[src/rtl/bus_gate_mux.sv]
// Registered bus selector: priority-resolved one-hot gating onto a shared bus,
// one output stage with valid/ready handshake and a saturating conflict counter.
module bus_gate_mux #(
    parameter int WIDTH     = 16,
    parameter int NUM_SRC   = 4,
    parameter int SRC_W     = 2,
    parameter int CNT_W     = 8,
    parameter bit HOLD_LAST = 1'b1
) (
    input  logic                     Clk,
    input  logic                     Reset,
    input  logic [NUM_SRC*WIDTH-1:0] Data_In,
    input  logic [NUM_SRC-1:0]       Gate,
    input  logic                     Out_Ready,
    output logic                     In_Ready,
    output logic [WIDTH-1:0]         Out_Data,
    output logic                     Out_Valid,
    output logic [SRC_W-1:0]         Out_Src,
    output logic                     Conflict,
    output logic [CNT_W-1:0]         Conflict_Count
);

    logic [WIDTH-1:0] out_data_q, out_data_d;
    logic             out_valid_q, out_valid_d;
    logic [SRC_W-1:0] out_src_q, out_src_d;
    logic             conflict_q, conflict_d;
    logic [CNT_W-1:0] count_q, count_d;

    logic             cap;
    logic             any_gate;
    logic             multi_gate;
    logic [SRC_W-1:0] sel;
    logic [WIDTH-1:0] win_data;

    assign In_Ready   = !out_valid_q | Out_Ready;
    assign cap        = In_Ready & !Reset;
    assign any_gate   = |Gate;
    // Clearing the lowest set bit leaves something only if two or more gates are set.
    assign multi_gate = (Gate & (Gate - NUM_SRC'(1))) != '0;

    // Scan high to low so the lowest set index is the last, winning assignment.
    always_comb begin
        sel      = '0;
        win_data = '0;
        for (int i = NUM_SRC - 1; i >= 0; i--) begin
            if (Gate[i]) begin
                sel      = SRC_W'(i);
                win_data = Data_In[i*WIDTH +: WIDTH];
            end
        end
    end

    always_comb begin
        out_data_d  = out_data_q;
        out_valid_d = out_valid_q;
        out_src_d   = out_src_q;
        conflict_d  = 1'b0;
        count_d     = count_q;
        if (cap) begin
            if (any_gate) begin
                out_data_d  = win_data;
                out_src_d   = sel;
                out_valid_d = 1'b1;
            end else begin
                out_valid_d = 1'b0;
                if (!HOLD_LAST) out_data_d = '0;
            end
            if (multi_gate) begin
                conflict_d = 1'b1;
                if (count_q != '1) count_d = count_q + CNT_W'(1);
            end
        end
    end

    always_ff @(posedge Clk) begin
        if (Reset) begin
            out_data_q  <= '0;
            out_valid_q <= 1'b0;
            out_src_q   <= '0;
            conflict_q  <= 1'b0;
            count_q     <= '0;
        end else begin
            out_data_q  <= out_data_d;
            out_valid_q <= out_valid_d;
            out_src_q   <= out_src_d;
            conflict_q  <= conflict_d;
            count_q     <= count_d;
        end
    end

    assign Out_Data       = out_data_q;
    assign Out_Valid      = out_valid_q;
    assign Out_Src        = out_src_q;
    assign Conflict       = conflict_q;
    assign Conflict_Count = count_q;

endmodule

[config.mk]
export PLATFORM = sky130hd
export DESIGN_NAME = bus_gate_mux
export DESIGN_NICKNAME = d
export VERILOG_FILES = /design/src/rtl/bus_gate_mux.sv
export SDC_FILE = /design/constraint.sdc
export NUM_CORES = 1
export LEC_CHECK = 0
export BUFFER_PORTS_ARGS = -buffer_cell sky130_fd_sc_hd__buf_2
export CAP_MARGIN = 20
export CORE_UTILIZATION = 38
export CTS_BUF_LIST = sky130_fd_sc_hd__clkbuf_8
export DETAILED_ROUTE_END_ITERATION = 12
export GPL_TIMING_DRIVEN = 1
export PLACE_DENSITY = 0.84
export RECOVER_POWER = 100
export SLEW_MARGIN = 5
export SYNTH_ARGS = -nofsm -noshare
export SYNTH_HDL_FRONTEND = slang
export SYNTH_SLANG_ARGS = --single-unit
export TNS_END_PERCENT = 20
[constraint.sdc]
create_clock -name Clk -period 1.55 [get_ports Clk]
set_input_delay 0.2325 -clock Clk [delete_from_list [all_inputs] [get_ports Clk]]
set_output_delay 0.2325 -clock Clk [all_outputs]
set_load 0.1 [all_outputs]
==> flow_metrics.tcl <==
set metrics [dict create \
    routed_wl_um 4420 \
    cts.sinks 28 \
    holdWs_ns 0.266 \
    setup_ws_ns -0.103 \
    post_cts_buffers 0 \
    io_buffer_count 99 \
    syn_to_final_growth_pct 52.8 \
    vias_per_cell 5.51 \
    slew_headroom_pct 63.0 \
    startpoint_type "flip-flop" \
    violations "setup timing" \
    drt_first_pass_iters 4 \
    cp_top_family "simple AND/OR/NAND/NOR gates" \
    cap_violations 0 \
    path_class "reg -> reg" \
    finClkSkew_ns 0.00212 \
    drt_iter0_drc 108 \
    leakagePower_nw 1.03 \
    seq_area_um2 592 \
    grt_start_max_net_pins 33 \
    fin_nets 342 \
    synth.yosys.seq_area_share_pct 38.7 \
    cts_tree "built" \
    post_drt_wl_per_cell_um 13.9 \
    setup_viol 5 \
    grt.busiest_layer "met2" \
    power_density_nw_per_um2 940 \
    clk_pin_slew_ns 0.09 \
    period_share_pct 107 \
    clock_latency_ns 0.27 \
    cp_max_fo 12 \
    max_freq_mhz 605 \
    dp.cells 313 \
    diodes 0 \
    num_vias 1747 \
    crit_cells 4 \
    hold_end "Conflict_Count[1]" \
    rr_endpoint "Conflict_Count[5]" \
    path_buf_inv 0 \
    status "finished, violations left" \
    num_io_pins 100 \
    p_total_mw 2.08 \
    path_cells "nor2b_4 > or4_4 > or4_1 > nand2_1" \
    fin_cells 317 \
    synth_seq_cells 28 \
    ys.warnings.count 0 \
    critPathSlowestCell "or4_4" \
    start_util_pct 39.6 \
    synthesis.nets 239 \
    h-tree-depth 1 \
    finalHoldViolCount 0 \
    final.min_clock_period_ns 1.65 \
    syn-cell-area_um2 1450 \
    cts_buffers 3 \
    ant_nets 0 \
    arrival_ns 1.86 \
    r2r_setup_slack_ns -0.10 \
    gp_congestion 0.791 \
    grtUsageTotal_pct 22.2 \
    rows 22 \
    drv_slew 0 \
    worstMarginPinSlew_ns 0.557 \
    grt_pass1_vias 1626 \
    globalRouteMet2Util_pct 39.6 \
    finalSetupTns_ns -0.256 \
    core_um2 3660 \
    overflow 0 \
    dieHeight_um 63.8 \
    drive_above_1_share_pct 57.6 \
    avgSynthCellArea_um2 8.68 \
    die-area_um2 4060 \
    holdBufCountCts 0 \
    hold_depth 3 \
    rsz0062_at_grt "yes" \
    fin_util_pct 60.5 \
    ir_drop_v 0.000555 \
    fillers 347 \
    gr-usage-met3_pct 3.93 \
    drc 0 \
    multiInputGateArea_um2 821 \
    hp-class "in -> reg" \
    cts_buffer_depth 2 \
    hp-start "Reset" \
    grtUsageMet1_pct 26.5 \
    antenna_found_initial 0 \
    grt_pass1_wl_um 7210 \
    postSynthCellCount 167 \
    cp-end-kind "flip-flop" \
    dpl.hpwl_um 3330 \
    clock-root-buffer "clkbuf_8" \
    fp.dieW_um 63.8 \
    crit_path_max_incr_delay_ns 0.56 \
    synth.distinct_cells 33 \
    r2r-start "Out_Valid" \
    worst_r2r_path_depth 4 \
    crit_required_ns 1.76 \
]
## synth_stat cells
library cell | instances | area, µm²
buf_6 | 2 | 22.5
nor3_1 | 16 | 80.1
or4_4 | 1 | 11.3
nand3_1 | 4 | 20.0
clkbuf_1 | 15 | 56.3
o311ai_1 | 3 | 26.3
a211oi_2 | 1 | 12.5
and2b_1 | 1 | 7.51
nor2b_1 | 1 | 6.26
ha_1 | 1 | 12.5
o22ai_1 | 16 | 100
a221oi_1 | 15 | 131
o221a_2 | 1 | 11.3
dfxtp_1 | 28 | 561
o311ai_0 | 2 | 17.5
a311oi_1 | 1 | 8.76
buf_2 | 1 | 5.00
o31ai_1 | 2 | 15.0
a211o_1 | 1 | 8.76
a211oi_1 | 2 | 15.0
o21ai_0 | 2 | 10.0
nor2_1 | 7 | 26.3
nand3b_1 | 1 | 7.51
or2_2 | 2 | 12.5
nand2b_1 | 1 | 6.26
a21oi_1 | 4 | 20.0
or4_1 | 2 | 15.0
inv_1 | 6 | 22.5
or3_1 | 3 | 18.8
a31oi_1 | 1 | 6.26
a31o_2 | 15 | 131
nand2_1 | 7 | 26.3
o41ai_1 | 2 | 17.5
## worst max-delay path by stage
| stage | startpoint | endpoint | slack (ns) |
|---|---|---|---|
| finish | Out_Valid | Conflict_Count[5] | -0.10 |
| global route | Out_Valid | Conflict_Count[5] | -0.15 |
| CTS | Out_Valid | Conflict_Count[5] | -0.1 |
| detailed placement | Gate[0] | Conflict_Count[3] | -0.1 |
| global placement | Gate[0] | Conflict_Count[5] | -0.06 |
| floorplan | Out_Valid | Conflict_Count[3] | -0.17 |
## sequential cells by signal (all words and copies together) (netlist names)
signal          cells
Out_Data           16
Out_Valid           1
Conflict_Count      8
Conflict            1
Out_Src             2
## where the power goes
part / internal [mW] / switching, mW
clock: 0.227 / 0.213
combinational: 0.228 / 0.610
sequential: 0.767 / 0.0345
total: 1.22 / 0.857
## placed cells by master, fill, tap and decap left out, drive strengths merged, types with 4 or more instances in the layout
cell type	netlist	routed
buf	3	93
nand2	7	7
dfxtp	28	28
clkbuf	15	27
a221oi	15	15
a31o	15	15
nor2	7	7
o311ai	5	5
a21oi	4	4
inv	6	6
nor3	16	16
nand3	4	4
o22ai	16	16
## kinds of logic (layout without fill, tap and decap cells)
kind of cell	count (synthesis)	count (layout)	synth area share, %
AO/OA/AOI/OAI	68	68	36.7
AND/OR/NAND/NOR	46	46	16.4
flip-flops	28	28	38.7
buffers and inverters	24	126	7.34
adder cells (fa/ha/maj)	1	1	0.863
## stage by stage
stage          instance area, µm²  worst slack (ns)
2_1_floorplan                1500            -0.166
3_3_place_gp                 2130           -0.0604
3_5_place_dp                 2130           -0.0998
4_1_cts                      2200           -0.0982
5_1_grt                      2210            -0.151
6_report                     2210            -0.103
## what timing repair did
item	4_1_cts	5_1_grt
endpoints found under the hold margin	0	0
resized for setup	2	2
setup endpoints to repair	5	8
## area by class of cell
type | instances | area share, %
multi-input cells | 115 | 37.1
clock buffers | 4 | 2.49
well taps | 48 | 2.71
flip-flops and latches | 28 | 26.7
inverters | 6 | 1.02
repair buffers | 116 | 30.0
## worst register-to-register path, delay by kind of cell, from the launching register on
family,cells,cell delay (ns)
flip-flops,1,0.35
AND/OR/NAND/NOR,4,1.26
## layer usage
layer / part of all wire, % / up-vias / wire [µm]
met5: 0 / - / 0
met3: 5.9 / 2 / 261
met4: 0.59 / 0 / 26
met1: 43 / 810 / 1890
met2: 51 / 68 / 2240
li1: - / 867 / -
No activity file was read; power rests on OpenSTA's default activity.
